$ cat config.mk
export PLATFORM = sky130hd
export DESIGN_NAME = hazard_control_unit_flat
export DESIGN_NICKNAME = d
export VERILOG_FILES = /design/src/rtl/hazard_control_unit_pkg.sv /design/src/rtl/hazard_control_unit_if.sv /design/src/rtl/hazard_control_unit_timer.sv /design/src/rtl/hazard_control_unit.sv /design/src/flat_wrapper.sv
export SDC_FILE = /design/constraint.sdc
export NUM_CORES = 1
export LEC_CHECK = 0
export CAP_MARGIN = 30
export CORE_MARGIN = 1
export CORE_UTILIZATION = 30
export CTS_CLUSTER_DIAMETER = 40
export DETAILED_ROUTE_END_ITERATION = 10
export SLEW_MARGIN = 10
export SYNTH_ARGS = -nofsm -noshare
export SYNTH_HDL_FRONTEND = slang
export SYNTH_HIERARCHICAL = 1
export SYNTH_SLANG_ARGS = --single-unit
$ cat constraint.sdc
create_clock -name clk_i -period 2.61 [get_ports clk_i]
set_clock_uncertainty 0.15 [all_clocks]
set_input_delay 0.522 -clock clk_i [delete_from_list [all_inputs] [get_ports clk_i]]
set_output_delay 0.522 -clock clk_i [all_outputs]
set_load 0.05 [all_outputs]
$ cat src/rtl/hazard_control_unit_pkg.sv
// Shared hazard-unit definitions: FSM state encodings and parameter legality helpers.
package hazard_defs;

   typedef enum logic [1:0] {
      HZ_IDLE = 2'd0,
      HZ_LU   = 2'd1,
      HZ_MEMW = 2'd2
   } hz_state_e;

   localparam int LU_CYCLES_MIN = 1;
   localparam int LU_CYCLES_MAX = 4;

   // Load-use bubble count must stay inside the range the stall counter is sized for.
   function automatic bit lu_cycles_legal(input int n);
      return (n >= LU_CYCLES_MIN) && (n <= LU_CYCLES_MAX);
   endfunction

endpackage

$ cat src/rtl/hazard_control_unit_if.sv
// Pipeline-side bundle for the hazard unit: ID/EX operand info, branch, D-cache handshake, controls.
interface hazard_control_unit_if #(
   parameter int REG_ADDR_W = 5
);
   logic                  ID_EX_MemRead_i;
   logic [REG_ADDR_W-1:0] ID_EX_RtAddr_i;
   logic [REG_ADDR_W-1:0] IF_ID_RsAddr_i;
   logic [REG_ADDR_W-1:0] IF_ID_RtAddr_i;
   logic                  IF_ID_UseRt_i;
   logic                  branch_taken_i;
   logic                  dcache_req_i;
   logic                  dcache_ack_i;
   logic                  PC_Stall_o;
   logic                  IF_ID_Stall_o;
   logic                  stall_o;
   logic                  IF_ID_Flush_o;
   logic                  mem_freeze_o;
   logic                  err_o;

   // Pipeline side: supplies stage information, consumes the control strobes.
   modport master (
      output ID_EX_MemRead_i, ID_EX_RtAddr_i, IF_ID_RsAddr_i, IF_ID_RtAddr_i,
             IF_ID_UseRt_i, branch_taken_i, dcache_req_i, dcache_ack_i,
      input  PC_Stall_o, IF_ID_Stall_o, stall_o, IF_ID_Flush_o, mem_freeze_o, err_o
   );

   // Hazard unit side.
   modport slave (
      input  ID_EX_MemRead_i, ID_EX_RtAddr_i, IF_ID_RsAddr_i, IF_ID_RtAddr_i,
             IF_ID_UseRt_i, branch_taken_i, dcache_req_i, dcache_ack_i,
      output PC_Stall_o, IF_ID_Stall_o, stall_o, IF_ID_Flush_o, mem_freeze_o, err_o
   );
endinterface

$ cat src/rtl/hazard_control_unit_timer.sv
// hazard_timer: loadable counter that counts down to 0 or up to MAX_VAL, saturating at both ends.
module hazard_timer #(
   parameter int WIDTH   = 4,
   parameter int MAX_VAL = 15
) (
   input  logic             clk_i,
   input  logic             rst_i,
   input  logic             load_i,
   input  logic [WIDTH-1:0] load_val_i,
   input  logic             dec_i,
   input  logic             inc_i,
   output logic [WIDTH-1:0] cnt_o
);
   localparam logic [WIDTH-1:0] MAX_C = WIDTH'(MAX_VAL);
   localparam logic [WIDTH-1:0] ONE   = WIDTH'(1);

   logic [WIDTH-1:0] cnt_q;
   logic [WIDTH-1:0] cnt_d;

   // Next count: load wins, then saturating decrement, then saturating increment.
   always_comb begin
      // NOTE: defaulting every always_comb output first keeps the block free of inferred latches.
      cnt_d = cnt_q;
      if (load_i) begin
         cnt_d = load_val_i;
      end else if (dec_i) begin
         if (cnt_q != '0) cnt_d = cnt_q - ONE;
      end else if (inc_i) begin
         if (cnt_q < MAX_C) cnt_d = cnt_q + ONE;
      end
   end

   // Count register with synchronous active-low clear.
   always_ff @(posedge clk_i) begin
      // NOTE: state registers use non-blocking assignments so every flop samples pre-edge values.
      if (!rst_i) cnt_q <= '0;
      else        cnt_q <= cnt_d;
   end

   assign cnt_o = cnt_q;

endmodule

$ cat src/rtl/hazard_control_unit.sv
// Hazard control unit: load-use stall, D-cache miss freeze with watchdog, deferred branch flush.
module hazard_control_unit
   import hazard_defs::*;
#(
   parameter int REG_ADDR_W      = 5,
   parameter int LOAD_USE_CYCLES = 1,
   parameter int MISS_TIMEOUT    = 255
) (
   input logic                  clk_i,
   input logic                  rst_i,
   hazard_control_unit_if.slave hz_if
);
   localparam int LU_W   = $clog2(LOAD_USE_CYCLES + 1);
   localparam int MISS_W = $clog2(MISS_TIMEOUT + 1);
   localparam logic [LU_W-1:0]   LU_RELOAD = LU_W'(LOAD_USE_CYCLES - 1);
   localparam logic [LU_W-1:0]   LU_LAST   = LU_W'(1);
   localparam logic [MISS_W-1:0] MISS_ONE  = MISS_W'(1);
   localparam logic [MISS_W-1:0] MISS_LIM  = MISS_W'(MISS_TIMEOUT);

   if (!lu_cycles_legal(LOAD_USE_CYCLES)) begin : g_bad_lu_cycles
      $error("hazard_control_unit: LOAD_USE_CYCLES must be 1..4");
   end
   if (MISS_TIMEOUT < 1) begin : g_bad_miss_timeout
      $error("hazard_control_unit: MISS_TIMEOUT must be at least 1");
   end

   hz_state_e state_q, state_d, eff_state;
   logic      pend_q, pend_d;
   logic      err_q, err_d;

   logic              hz, miss;
   logic              lu_load, lu_dec, miss_load, miss_inc;
   logic              stall_c, freeze_c, flush_c, err_c;
   logic [LU_W-1:0]   lu_cnt;
   logic [MISS_W-1:0] miss_cnt;

   assign hz = hz_if.ID_EX_MemRead_i
             & (hz_if.ID_EX_RtAddr_i != '0)
             & ((hz_if.ID_EX_RtAddr_i == hz_if.IF_ID_RsAddr_i)
                | (hz_if.IF_ID_UseRt_i & (hz_if.ID_EX_RtAddr_i == hz_if.IF_ID_RtAddr_i)));

   assign miss = hz_if.dcache_req_i & ~hz_if.dcache_ack_i;

   // Next state and controls; the ack cycle of a miss behaves as the state being resumed.
   always_comb begin
      eff_state = state_q;
      if ((state_q == HZ_MEMW) && hz_if.dcache_ack_i)
         eff_state = (lu_cnt != '0) ? HZ_LU : HZ_IDLE;
      state_d   = eff_state;
      lu_load   = 1'b0;
      lu_dec    = 1'b0;
      miss_load = 1'b0;
      miss_inc  = 1'b0;
      stall_c   = 1'b0;
      freeze_c  = 1'b0;
      unique case (eff_state)
         HZ_IDLE: begin
            if (miss) begin
               freeze_c  = 1'b1;
               miss_load = 1'b1;
               state_d   = HZ_MEMW;
            end else if (hz) begin
               stall_c = 1'b1;
               if (LOAD_USE_CYCLES > 1) begin
                  lu_load = 1'b1;
                  state_d = HZ_LU;
               end
            end
         end
         HZ_LU: begin
            // A miss freezes without consuming a stall cycle; the count is kept for resumption.
            if (miss) begin
               freeze_c  = 1'b1;
               miss_load = 1'b1;
               state_d   = HZ_MEMW;
            end else begin
               stall_c = 1'b1;
               lu_dec  = 1'b1;
               if (lu_cnt == LU_LAST) state_d = HZ_IDLE;
            end
         end
         HZ_MEMW: begin
            freeze_c = 1'b1;
            miss_inc = 1'b1;
         end
         default: state_d = HZ_IDLE;
      endcase
   end

   // Flush arbitration and the sticky watchdog error.
   always_comb begin
      pend_d  = pend_q;
      flush_c = 1'b0;
      if (freeze_c) begin
         if (hz_if.branch_taken_i) pend_d = 1'b1;
      end else if (!stall_c) begin
         // A branch seen alongside a stall is dropped: it re-resolves once the stall lifts.
         flush_c = pend_q | hz_if.branch_taken_i;
         pend_d  = 1'b0;
      end
      err_c = (state_q == HZ_MEMW) && (miss_cnt >= MISS_LIM);
      err_d = err_q | err_c;
   end

   // State, pending-flush and error registers.
   always_ff @(posedge clk_i) begin
      if (!rst_i) begin
         state_q <= HZ_IDLE;
         pend_q  <= 1'b0;
         err_q   <= 1'b0;
      end else begin
         state_q <= state_d;
         pend_q  <= pend_d;
         err_q   <= err_d;
      end
   end

   hazard_timer #(
      .WIDTH   (LU_W),
      .MAX_VAL (LOAD_USE_CYCLES)
   ) u_stall_timer (
      .clk_i      (clk_i),
      .rst_i      (rst_i),
      .load_i     (lu_load),
      .load_val_i (LU_RELOAD),
      .dec_i      (lu_dec),
      .inc_i      (1'b0),
      .cnt_o      (lu_cnt)
   );

   hazard_timer #(
      .WIDTH   (MISS_W),
      .MAX_VAL (MISS_TIMEOUT)
   ) u_miss_timer (
      .clk_i      (clk_i),
      .rst_i      (rst_i),
      .load_i     (miss_load),
      .load_val_i (MISS_ONE),
      .dec_i      (1'b0),
      .inc_i      (miss_inc),
      .cnt_o      (miss_cnt)
   );

   // Outputs are forced low for the whole time reset is held.
   assign hz_if.PC_Stall_o    = rst_i & stall_c;
   assign hz_if.IF_ID_Stall_o = rst_i & stall_c;
   assign hz_if.stall_o       = rst_i & stall_c;
   assign hz_if.IF_ID_Flush_o = rst_i & flush_c;
   assign hz_if.mem_freeze_o  = rst_i & freeze_c;
   assign hz_if.err_o         = rst_i & (err_q | err_c);

endmodule

$ cat src/flat_wrapper.sv
// flat-port wrapper written by rule: the top's interface ports become plain ports
module hazard_control_unit_flat import hazard_defs::*;
#(
   parameter int REG_ADDR_W      = 5,
   parameter int LOAD_USE_CYCLES = 1,
   parameter int MISS_TIMEOUT    = 255
)
  (clk_i, rst_i, hz_if_ID_EX_MemRead_i, hz_if_ID_EX_RtAddr_i, hz_if_IF_ID_RsAddr_i, hz_if_IF_ID_RtAddr_i, hz_if_IF_ID_UseRt_i, hz_if_branch_taken_i, hz_if_dcache_req_i, hz_if_dcache_ack_i, hz_if_PC_Stall_o, hz_if_IF_ID_Stall_o, hz_if_stall_o, hz_if_IF_ID_Flush_o, hz_if_mem_freeze_o, hz_if_err_o);
  hazard_control_unit_if #(.REG_ADDR_W(REG_ADDR_W)) hz_if_i ();
  input logic clk_i;
  input logic rst_i;
  input wire logic [$bits(hz_if_i.ID_EX_MemRead_i)-1:0] hz_if_ID_EX_MemRead_i;
  input wire logic [$bits(hz_if_i.ID_EX_RtAddr_i)-1:0] hz_if_ID_EX_RtAddr_i;
  input wire logic [$bits(hz_if_i.IF_ID_RsAddr_i)-1:0] hz_if_IF_ID_RsAddr_i;
  input wire logic [$bits(hz_if_i.IF_ID_RtAddr_i)-1:0] hz_if_IF_ID_RtAddr_i;
  input wire logic [$bits(hz_if_i.IF_ID_UseRt_i)-1:0] hz_if_IF_ID_UseRt_i;
  input wire logic [$bits(hz_if_i.branch_taken_i)-1:0] hz_if_branch_taken_i;
  input wire logic [$bits(hz_if_i.dcache_req_i)-1:0] hz_if_dcache_req_i;
  input wire logic [$bits(hz_if_i.dcache_ack_i)-1:0] hz_if_dcache_ack_i;
  output wire logic [$bits(hz_if_i.PC_Stall_o)-1:0] hz_if_PC_Stall_o;
  output wire logic [$bits(hz_if_i.IF_ID_Stall_o)-1:0] hz_if_IF_ID_Stall_o;
  output wire logic [$bits(hz_if_i.stall_o)-1:0] hz_if_stall_o;
  output wire logic [$bits(hz_if_i.IF_ID_Flush_o)-1:0] hz_if_IF_ID_Flush_o;
  output wire logic [$bits(hz_if_i.mem_freeze_o)-1:0] hz_if_mem_freeze_o;
  output wire logic [$bits(hz_if_i.err_o)-1:0] hz_if_err_o;
  assign hz_if_i.ID_EX_MemRead_i = hz_if_ID_EX_MemRead_i;
  assign hz_if_i.ID_EX_RtAddr_i = hz_if_ID_EX_RtAddr_i;
  assign hz_if_i.IF_ID_RsAddr_i = hz_if_IF_ID_RsAddr_i;
  assign hz_if_i.IF_ID_RtAddr_i = hz_if_IF_ID_RtAddr_i;
  assign hz_if_i.IF_ID_UseRt_i = hz_if_IF_ID_UseRt_i;
  assign hz_if_i.branch_taken_i = hz_if_branch_taken_i;
  assign hz_if_i.dcache_req_i = hz_if_dcache_req_i;
  assign hz_if_i.dcache_ack_i = hz_if_dcache_ack_i;
  assign hz_if_PC_Stall_o = hz_if_i.PC_Stall_o;
  assign hz_if_IF_ID_Stall_o = hz_if_i.IF_ID_Stall_o;
  assign hz_if_stall_o = hz_if_i.stall_o;
  assign hz_if_IF_ID_Flush_o = hz_if_i.IF_ID_Flush_o;
  assign hz_if_mem_freeze_o = hz_if_i.mem_freeze_o;
  assign hz_if_err_o = hz_if_i.err_o;
  hazard_control_unit #(.REG_ADDR_W(REG_ADDR_W), .LOAD_USE_CYCLES(LOAD_USE_CYCLES), .MISS_TIMEOUT(MISS_TIMEOUT)) u_core (.clk_i(clk_i), .rst_i(rst_i), .hz_if(hz_if_i));
endmodule
After elaboration in Yosys (flattened, before gate mapping)
Index checks and enable logic that the tools add are counted.
- register bits after elaboration: 13
- output and inout bits: 6
- word-level logic and storage cells: 65
- add/sub/neg operators: 2
- $lt $le $gt $ge: 2
- equal/unequal tests: 7
- mux-type cells: 24
- bitwise logic cells: 13
- reductions and logical operators: 11
- operator list (operator ; number):
    $mux 1 ; 17
    $eq 5x5->1 ; 2
    $add 8x1->8 const B ; 1
    $and 1x1->1 ; 8
    $ge 8x8->1 const B ; 1
    $lt 8x8->1 const B ; 1
    $mux 2 ; 4
    $pmux 2 s3 ; 1
    $reduce_and 2->1 ; 3
    $reduce_bool 5->1 ; 1
    $eq 2x2->1 const B ; 2
    $ne 2x2->1 const B ; 2
    $pmux 1 s2 ; 2
    $reduce_bool 2->1 ; 2
    $reduce_or 2->1 ; 2
    $or 1x1->1 ; 3
    $eq 2x1->1 const B ; 1
    $logic_and 1x1->1 ; 2
    $logic_not 2->1 ; 1
    $not 1->1 ; 2
    $sub 1x1->1 const B ; 1

Longest topological paths before layout
Gate-level depths: netlist of run 1.
- word-level depth: 10
- mapped depth: 8

Hierarchy
Netlist of run 1, hierarchy kept.
- by module, submodules not included (module ; instances ; cells each ; area each (um2)):
    hazard_timer (u_core.u_miss_timer) ; 1 ; 92 ; 765.7
    hazard_control_unit ; 1 ; 56 ; 416.6
    hazard_timer (u_core.u_stall_timer) ; 1 ; 5 ; 40.0

Least setup slack after synthesis of run 1
OpenSTA, ideal clock, no wires.
- path type: input-to-output
- start point: in hz_if_ID_EX_RtAddr_i[3]
- end point: out hz_if_PC_Stall_o
- arrival time: 2.228 ns
- path slack: -0.290 ns
- cell stages on the path: 5
- cells stage by stage: xor2_1 > nor4_1 > a32oi_1 > o21ai_1 > buf_4
- longest elaborated chain between the ends: 8
- ends and longest elaborated chain (item ; line ; RTL):
    from (decl) ; flat_wrapper.sv:13 ; input wire logic [$bits(hz_if_i.ID_EX_RtAddr_i)-1:0] hz_if_ID_EX_RtAddr_i;
    $eq 5x5->1 ; hazard_control_unit.sv:40 ; | (hz_if.IF_ID_UseRt_i & (hz_if.ID_EX_RtAddr_i == hz_if.IF_ID_RtAddr_i)));
    $and 1x1->1 ; hazard_control_unit.sv:40 ;
    $or 1x1->1 ; hazard_control_unit.sv:40 ;
    $and 1x1->1 (*) ; hazard_control_unit.sv:39 ; & ((hz_if.ID_EX_RtAddr_i == hz_if.IF_ID_RsAddr_i)
    $mux 1 (*) ; hazard_control_unit.sv:62 ; end else if (hz) begin
    $mux 1 (*) ; hazard_control_unit.sv:58 ; if (miss) begin
    $pmux 1 s2 (*) ; hazard_control_unit.sv:56 ; unique case (eff_state)
    $and 1x1->1 (*) ; n/a ;
    to (decl) ; flat_wrapper.sv:20 ; output wire logic [$bits(hz_if_i.PC_Stall_o)-1:0] hz_if_PC_Stall_o;
Every way passes the cells marked *; elsewhere a longest branch is shown, timed or not.

Final worst setup path of run 1
- start point: in hz_if_IF_ID_RsAddr_i[1]
- end point: out hz_if_PC_Stall_o
- longest elaborated chain between the ends: 7
- ends and longest elaborated chain (item ; line ; RTL):
    from (decl) ; flat_wrapper.sv:14 ; input wire logic [$bits(hz_if_i.IF_ID_RsAddr_i)-1:0] hz_if_IF_ID_RsAddr_i;
    $eq 5x5->1 ; hazard_control_unit.sv:39 ;
    $or 1x1->1 ; hazard_control_unit.sv:40 ;
    $and 1x1->1 ; hazard_control_unit.sv:39 ;
    $mux 1 ; hazard_control_unit.sv:62 ;
    $mux 1 ; hazard_control_unit.sv:58 ;
    $pmux 1 s2 ; hazard_control_unit.sv:56 ;
    $and 1x1->1 ; hazard_control_unit.sv:145 ; assign hz_if.PC_Stall_o = rst_i & stall_c;
Every way passes these cells.

==> results of run 1 <==
## power breakdown
group	total [mW]	leakage (nW)	internal [mW]	switching, mW
registers	0.273	0.107	0.228	0.0449
clock network	0.178	0.0255	0.105	0.0725
logic	0.404	0.660	0.208	0.196
total	0.854	0.793	0.541	0.313
## synth_stat cells (3+ instances only)
| cell | count | area [µm²] |
|---|---|---|
| o21ai_1 | 5 | 25.02 |
| nor2b_1 | 4 | 25.02 |
| and2_1 | 5 | 31.28 |
| nor2_1 | 11 | 41.29 |
| dfxtp_1 | 13 | 260.3 |
| xor2_1 | 9 | 78.83 |
| o21ai_0 | 9 | 45.04 |
| mux2i_1 | 3 | 30.03 |
| inv_1 | 5 | 18.77 |
| nand3_1 | 10 | 50.05 |
| ha_1 | 6 | 75.07 |
| o21a_1 | 4 | 30.03 |
| xnor2_1 | 5 | 43.79 |
| a21oi_1 | 8 | 40.04 |
| nand2_1 | 4 | 15.01 |
| nor3_1 | 4 | 20.02 |
| nand4_1 | 8 | 50.05 |
| nand2b_1 | 4 | 25.02 |
## sequential cells by signal (all words and copies together), names as in the netlist
name	flops
u_core/err_q	1
u_core/pend_q	1
u_core/state_q	2
u_core/u_miss_timer/cnt_o	8
u_core/u_stall_timer/cnt_o	1
## worst max path at each step
stage	slack, ps	end	cells past startpoint	startpoint
after floorplan	3	hz_if_PC_Stall_o	5	hz_if_ID_EX_RtAddr_i[3]
after global routing	-10	hz_if_PC_Stall_o	7	hz_if_dcache_req_i
after detailed placement	-160	hz_if_PC_Stall_o	7	hz_if_ID_EX_RtAddr_i[4]
final	60	hz_if_PC_Stall_o	7	hz_if_IF_ID_RsAddr_i[1]
after CTS	10	hz_if_PC_Stall_o	7	hz_if_ID_EX_RtAddr_i[0]
after global placement	-150	hz_if_stall_o	7	hz_if_ID_EX_RtAddr_i[4]
## worst max-delay path, stage by stage
cell	delay [ps]
clkdlybuf4s50_1	410
xor2_1	150
nor3_1	240
a32oi_2	110
o21ai_2	170
buf_6	140
buf_12	130
## what timing repair did
item,CTS,global route
resized for setup,12,6
endpoints found under the setup margin,4,4
hold buffers,0,0
pin swaps,4,6
cloned,0,0
setup buffers,1,3
## layer usage
| metal | global-route usage | vias up | wire [µm] |
|---|---|---|---|
| met5 | 0 | - | 0 |
| met4 | 0.02446 | 0 | 15 |
| met1 | 0.2090 | 575 | 1432 |
| met3 | 0.02069 | 2 | 48 |
| met2 | 0.2526 | 16 | 1537 |
| li1 | - | 679 | - |
## cell type report
type                       instances  area [µm²]
fill                             372        1886
multi-input combinational        151        1036
timing repair buffer              44       464.2
sequential                        13       260.3
tap                               48       60.06
clock buffer                       3       41.29
inverter                           5       18.77
clock inverter                     1       5.005
## cells by family (layout without fill, tap and decap cells)
family                     Yosys count  count (layout)  share of synthesized area
and+or+nand+nor                     58              58                     0.2692
AOI/OAI and AO/OA                   46              46                     0.2631
xor gates and xnor gates            14              14                     0.1003
DFF                                 13              13                     0.2129
buffers and inverters                9              53                    0.03378
adders and majority gates            7               7                    0.07779
muxes                                4               4                    0.03684
other                                2              22                   0.006144
==> impl_metrics.json, run 1 <==
{
  "status": "complete, no violations",
  "hold_viol_final": 0,
  "whs_endpoint": "u_core/err_q",
  "viasPerCell": 4.800,
  "yosysSeqAreaShare": 0.2129,
  "async_flop_share": 0,
  "chipWidth_um": 65.84,
  "gp_congestion": 0.7447,
  "fin_tns_setup_ps": 0,
  "ys.flop_type": "dfxtp_1",
  "initial_core_util": 0.3242,
  "start_kind": "input port",
  "total_power_mw": 0.8544,
  "finalSetupViolCount": 0,
  "dieArea_um2": 4334,
  "grt_pass1_wl_um": 5140,
  "cts.path.max_buffers": 2,
  "syn_area_um2": 1222,
  "antenna_cells": 0,
  "fin_util": 0.5000,
  "ir_drop_v": 0.0003166,
  "drv_cap": 0,
  "nets": 247,
  "wl_per_cell_um": 11.45,
  "dp_cells": 257,
  "h-tree-depth": 1,
  "cts_num_sinks": 13,
  "cts_tree": "built",
  "dr.pass1.iters": 4,
  "final_cells": 265,
  "powerDensity_nw_per_um2": 453.1,
  "avgSynthCellArea_um2": 7.990,
  "reg2reg_slack_ps": 510,
  "ys_ff_latch": 13,
  "endpoint_kind": "output pin",
  "path_class": "in -> out",
  "grt_max_degree": 12,
  "grt_use_total": 0.1518,
  "worstHoldStart": "u_core/err_q",
  "reg2reg_depth": 7,
  "io_buffers": 27,
  "dp_hpwl_um": 2445,
  "antenna_found_initial": 0,
  "vias": 1272,
  "cts_made_buffers": 3,
  "synth.distinct_cells": 46,
  "ys.warnings.count": 6,
  "hold_slack_ps": 320.8,
  "synth_cells": 153,
  "arrival_ps": 1880,
  "ant_nets": 0,
  "synth_edf_count": 0,
  "root_buffer": "clkbuf_8",
  "stdcell_area_um2": 1886,
  "drive_gt1_frac": 0.2028,
  "min_path_type": "reg -> reg",
  "fin_crit_sh": 0.9766,
  "finalWirelength_um": 3034,
  "placed_cell_area_um2": 1767,
  "area_delta_synth_final_pct": 54.25,
  "die_y_um": 65.84,
  "cellLeakagePower_nw": 0.7930,
  "core_area_um2": 3771,
  "grt_overflow_total": 0,
  "row_count": 22,
  "regToRegEndpoint": "u_core/u_miss_timer/cnt_o[6]",
  "timing.final.max_slew_violations": 0,
  "required_ps": 1940,
  "hold_depth": 1,
  "grt_pass1_vias": 1219,
  "setup_slack_ps": 61.06,
  "drc_errors": 0,
  "clk_pin_slew_ps": 60,
  "final.min_clock_period_ps": 2549,
  "final_common_cell": "conb_1",
  "r2r_start": "u_core/u_miss_timer/cnt_o[0]",
  "ios": 28,
  "most-common-layout-cells": "22 x conb_1, 15 x buf_4, 13 x dfxtp_1",
  "drtIter0Drc": 31,
  "cp_max_fo": 3,
  "fmax_ghz": 0.3923,
  "clk_latency_ps": 240,
  "pre_cts_ws_ps": -163.3
}
Note: power is estimated with default switching activity, not from simulation.
==> run 2, diff against run 1 <==
--- a/config.mk
+++ b/config.mk
@@ -10,6 +10,7 @@
 export CORE_UTILIZATION = 30
 export CTS_CLUSTER_DIAMETER = 40
 export DETAILED_ROUTE_END_ITERATION = 10
+export REMOVE_ABC_BUFFERS = 1
 export SLEW_MARGIN = 10
 export SYNTH_ARGS = -nofsm -noshare
 export SYNTH_HDL_FRONTEND = slang
==> constraint.sdc (replaced) <==
create_clock -name clk_i -period 3.2 [get_ports clk_i]
set_clock_uncertainty 0.15 [all_clocks]
set_input_delay 0.64 -clock clk_i [delete_from_list [all_inputs] [get_ports clk_i]]
set_output_delay 0.64 -clock clk_i [all_outputs]
set_load 0.01 [all_outputs]
==> impl_metrics.json, run 2 (same netlist as run 1, synthesis figures left out) <==
{
  "pre_cts_ws_ps": -145.5,
  "hold_viol_final": 0,
  "p_int_mw": 0.4334,
  "path_buf_inv": 3,
  "finalSetupViolCount": 0,
  "slowest_delay_ps": 440,
  "antenna_cells": 0,
  "fmax_ghz": 0.3254,
  "nets": 241,
  "required_ps": 2410,
  "reg2reg_depth": 7,
  "h-tree-depth": 1,
  "drv_cap": 0,
  "drtIter0Drc": 17,
  "cts.path.max_buffers": 2,
  "hold_depth": 1,
  "seqPwrFrac": 0.329,
  "p_sw_mw": 0.2422,
  "status": "complete, no violations",
  "start_kind": "input port",
  "cp_top_family": "buffers and inverters",
  "ios": 28,
  "dr.pass1.iters": 4,
  "worstPathCellList": "clkdlybuf4s50_1 > xor2_1 > nor4_1 > a32oi_1 > buf_4 > o21ai_2 > clkdlybuf4s15_1",
  "row_count": 22,
  "cellLeakagePower_nw": 0.6951,
  "gp_congestion": 0.8571,
  "final_cells": 259,
  "chipWidth_um": 65.84,
  "root_buffer": "clkbuf_8",
  "wl_per_cell_um": 11.26,
  "initial_core_util": 0.3242,
  "pwr-share-clk": 0.216,
  "cts_tree": "built",
  "setup_slack_ps": 126.9,
  "most-common-layout-cells": "22 x clkdlybuf4s50_1, 22 x conb_1, 13 x dfxtp_1",
  "grt_max_degree": 11,
  "critPathSlowestCell": "clkdlybuf4s50_1",
  "fin_util": 0.4589,
  "p_sw_frac": 0.3586,
  "arrival_ps": 2280,
  "path_class": "in -> out",
  "timing.final.max_slew_violations": 0,
  "area_delta_synth_final_pct": 41.56,
  "endpoint_kind": "output pin",
  "drive_gt1_frac": 0.1327,
  "min_path_type": "reg -> reg",
  "dp_hpwl_um": 2393,
  "cp.depth": 7,
  "fin_tns_setup_ps": 0,
  "io_buffers": 27,
  "cp_max_fo": 3,
  "powerDensity_nw_per_um2": 390.4,
  "antenna_found_initial": 0,
  "vias": 1225,
  "dp_cells": 254,
  "fin_crit_sh": 0.9603,
  "grt_pass1_wl_um": 4864,
  "cts_made_buffers": 3,
  "cts_hold_buf": 0,
  "final.min_clock_period_ps": 3073,
  "largest_reg_flops": 8,
  "rsz0062_at_grt": "false",
  "combinationalPowerShare": 0.455,
  "ir_drop_v": 0.0002255,
  "grt_overflow_total": 0,
  "viasPerCell": 4.730,
  "dieArea_um2": 4334,
  "core_area_um2": 3771,
  "grt_pass1_vias": 1134,
  "drc_errors": 0,
  "clk_latency_ps": 240,
  "ant_nets": 0,
  "clk_pin_slew_ps": 60,
  "die_y_um": 65.84,
  "finalWirelength_um": 2917,
  "cts_num_sinks": 13,
  "grt_use_total": 0.1448,
  "hold_slack_ps": 325.2
}
run 2: cell types whose count changed in the layout (fill, tap and decap cells not counted), sizes merged:
cell           change
buf               -12
clkdlybuf4s50     +11
dlygate4sd2        -5
dlymetal6s2s       -3
clkdlybuf4s15      +2
clkbuf             +1
run 2: path summary, 6_finish.rpt:
kind / startpoint / to / slack, ps
min: u_core/err_q / u_core/err_q / 330
max reg2reg: u_core/u_miss_timer/cnt_o[0] / u_core/u_miss_timer/cnt_o[4] / 1130
min reg2reg: u_core/err_q / u_core/err_q / 330
max: hz_if_ID_EX_RtAddr_i[3] / hz_if_IF_ID_Stall_o / 130
run 2: routing by layer:
| metal | vias to the layer above | share of wire | global-route usage |
|---|---|---|---|
| met3 | 2 | 0.032 | 0.03276 |
| met1 | 539 | 0.51 | 0.1900 |
| met5 | - | 0 | 0 |
| li1 | 671 | - | - |
| met4 | 0 | 0.0045 | 0.04620 |
| met2 | 13 | 0.45 | 0.2321 |
run 2: worst register-to-register path, stage by stage, from the launching register on:
cell	delay [ps]
dfxtp_1	470
inv_1	100
fa_1	450
nor2b_1	180
o31a_1	190
a221oi_1	70
a311oi_1	280
nor2_1	70
run 2: power by group through the flow:
stage / combinational, mW / sequential [mW] / clock, mW
final: 0.308 / 0.222 / 0.146
after detailed placement: 0.305 / 0.225 / 0
after global routing: 0.344 / 0.227 / 0.159
after floorplan: 0.226 / 0.213 / 0
after CTS: 0.305 / 0.222 / 0.153
after global placement: 0.303 / 0.225 / 0
run 2: what timing repair did:
action | CTS | global route
buffers inserted | 1 | 0
cloned | 0 | 0
pin swaps | 3 | 1
gates resized for setup | 5 | 5
setup endpoints to repair | 4 | 3
run 2: cell type report:
type	count	area (µm²)
clock buffer	3	41.29
timing repair buffer	38	345.3
inverter	5	18.77
sequential	13	260.3
clock inverter	1	5.005
multi-input combinational	151	999.7
tap	48	60.06
fill	385	2041
run 2: through the flow:
stage	total power [mW]	instance area, µm²
finish	0.6756	1730
CTS	0.6791	1728
global route	0.7309	1730
global placement	0.5276	1680
floorplan	0.4395	1275
detailed placement	0.5293	1680
==> run 3, diff against run 2 <==
--- a/config.mk
+++ b/config.mk
@@ -16,3 +16,4 @@
 export SYNTH_HDL_FRONTEND = slang
 export SYNTH_HIERARCHICAL = 1
 export SYNTH_SLANG_ARGS = --single-unit
+export TNS_END_PERCENT = 10
==> impl_metrics.json, run 3 (same netlist as run 1, synthesis figures left out) <==
{
  "antenna_cells": 0,
  "path_class": "in -> out",
  "area_delta_synth_final_pct": 41.25,
  "required_ps": 2410,
  "cp_max_fo": 3,
  "grt_overflow_total": 0,
  "dieArea_um2": 4334,
  "finalSetupViolCount": 1,
  "final_common_cell": "clkdlybuf4s50_1",
  "dr.pass1.iters": 4,
  "timing.final.max_slew_violations": 0,
  "vias": 1221,
  "fin_tns_setup_ps": -24.62,
  "grt_use_total": 0.1448,
  "cts.path.max_buffers": 2,
  "clk_latency_ps": 240,
  "hold_viol_final": 0,
  "whs_endpoint": "u_core/err_q",
  "die_y_um": 65.84,
  "grt_pass1_wl_um": 4864,
  "reg2reg_depth": 7,
  "grt_pass1_vias": 1134,
  "worstPathCellList": "clkdlybuf4s50_1 > xor2_1 > nor4_1 > a32oi_1 > o21a_1 > clkdlybuf4s50_1",
  "initial_core_util": 0.3242,
  "largest_reg_flops": 8,
  "core_area_um2": 3771,
  "rsz0062_at_grt": "true",
  "setup_slack_ps": -24.62,
  "final_cells": 258,
  "drive_gt1_frac": 0.1190,
  "drc_errors": 0,
  "arrival_ps": 2430,
  "dp_cells": 254,
  "cts_made_buffers": 3,
  "dp_hpwl_um": 2393,
  "r2r_start": "u_core/u_miss_timer/cnt_o[0]",
  "hold_depth": 1,
  "start_kind": "input port",
  "ant_nets": 0,
  "row_count": 22,
  "cts_tree": "built",
  "clk_pin_slew_ps": 60,
  "wl_per_cell_um": 11.41,
  "regToRegEndpoint": "u_core/u_miss_timer/cnt_o[4]",
  "endpoint_kind": "output pin",
  "stdcell_area_um2": 1727,
  "min_path_type": "reg -> reg",
  "chipWidth_um": 65.84,
  "most-common-layout-cells": "24 x clkdlybuf4s50_1, 22 x conb_1, 13 x dfxtp_1",
  "fin_crit_sh": 1.008,
  "gp_congestion": 0.8571,
  "drv_cap": 0,
  "powerDensity_nw_per_um2": 391.2,
  "io_buffers": 27,
  "root_buffer": "clkbuf_8",
  "viasPerCell": 4.733,
  "critPathSlowestCell": "clkdlybuf4s50_1",
  "slowest_delay_ps": 470,
  "drtIter0Drc": 22,
  "nets": 240,
  "ios": 28,
  "total_power_mw": 0.6755,
  "reg2reg_slack_ps": 1130,
  "antenna_found_initial": 0,
  "ir_drop_v": 0.0002249,
  "grt_max_degree": 11,
  "fmax_ghz": 0.3101,
  "n_fill_cell": 383,
  "placed_cell_area_um2": 1680,
  "cp_common_cell": "clkdlybuf4s50_1",
  "status": "complete, but fails checks",
  "worstHoldStart": "u_core/err_q",
  "cellLeakagePower_nw": 0.7084,
  "h-tree-depth": 1,
  "finalWirelength_um": 2943,
  "cts_num_sinks": 13,
  "violations": "setup timing",
  "fin_util": 0.4579,
  "final.min_clock_period_ps": 3225
}
run 3: changes by cell type in the layout (fill, tap and decap cells not counted), sizes merged:
cell / change
clkbuf: -1
clkdlybuf4s50: +2
dlymetal6s2s: +1
buf: -1
clkdlybuf4s15: -2
run 3: worst max path at each step:
stage | depth (start not counted) | to | slack, ps | from
final | 6 | hz_if_IF_ID_Flush_o | -20 | hz_if_ID_EX_RtAddr_i[3]
after global routing | 7 | hz_if_IF_ID_Flush_o | -150 | hz_if_ID_EX_RtAddr_i[2]
after CTS | 6 | hz_if_IF_ID_Stall_o | -120 | hz_if_ID_EX_RtAddr_i[3]
after detailed placement | 6 | hz_if_stall_o | -150 | hz_if_ID_EX_RtAddr_i[2]
after global placement | 6 | hz_if_IF_ID_Stall_o | -100 | hz_if_ID_EX_RtAddr_i[3]
after floorplan | 4 | hz_if_IF_ID_Stall_o | 730 | hz_if_ID_EX_RtAddr_i[3]
run 3: timing repair:
action,in CTS,in global routing
setup endpoints to repair,4,2
gates cloned,0,0
hold buffers,0,0
pin swaps,1,2
resized for setup,2,1
setup buffers,0,0
run 3: layout make-up:
| class | count | area, µm² | area share |
|---|---|---|---|
| clock buffer | 3 | 41.29 | 0.02391 |
| clock inverter | 1 | 5.005 | 0.002899 |
| inverter | 5 | 18.77 | 0.01087 |
| multi-input combinational | 151 | 996.0 | 0.5768 |
| sequential | 13 | 260.3 | 0.1507 |
| tap | 48 | 60.06 | 0.03478 |
| timing repair buffer | 37 | 345.3 | 0.2000 |
run 3: per-stage QoR:
| stage | setup WS (ps) | hold WS [ps] |
|---|---|---|
| 6_report | -24.62 | 325.2 |
| 5_1_grt | -145.1 | 339.1 |
| 4_1_cts | -118.2 | 325.9 |
| 3_5_place_dp | -145.5 | 311.9 |
| 3_3_place_gp | -96.67 | 306.9 |
| 2_1_floorplan | 727.2 | 291.4 |
run 3: power by group:
part / internal, mW / total (mW) / switching (mW)
sequential: 0.186 / 0.222 / 0.0365
clock: 0.0860 / 0.146 / 0.0599
combinational: 0.162 / 0.307 / 0.145
run 3: critical path, delay by kind of cell:
family,cells,cell delay [ps]
AO/OA/AOI/OAI,2,410
XOR/XNOR,1,170
buffers and inverters,2,910
AND/OR/NAND/NOR,1,310
run 3: metal layers:
metal  up-vias  routed length [µm]  GRT usage
met4         0                  13    0.04620
met3         2                  94    0.03276
met5         -                   0          0
li1        669                   -          -
met2        13                1348     0.2321
met1       537                1487     0.1900
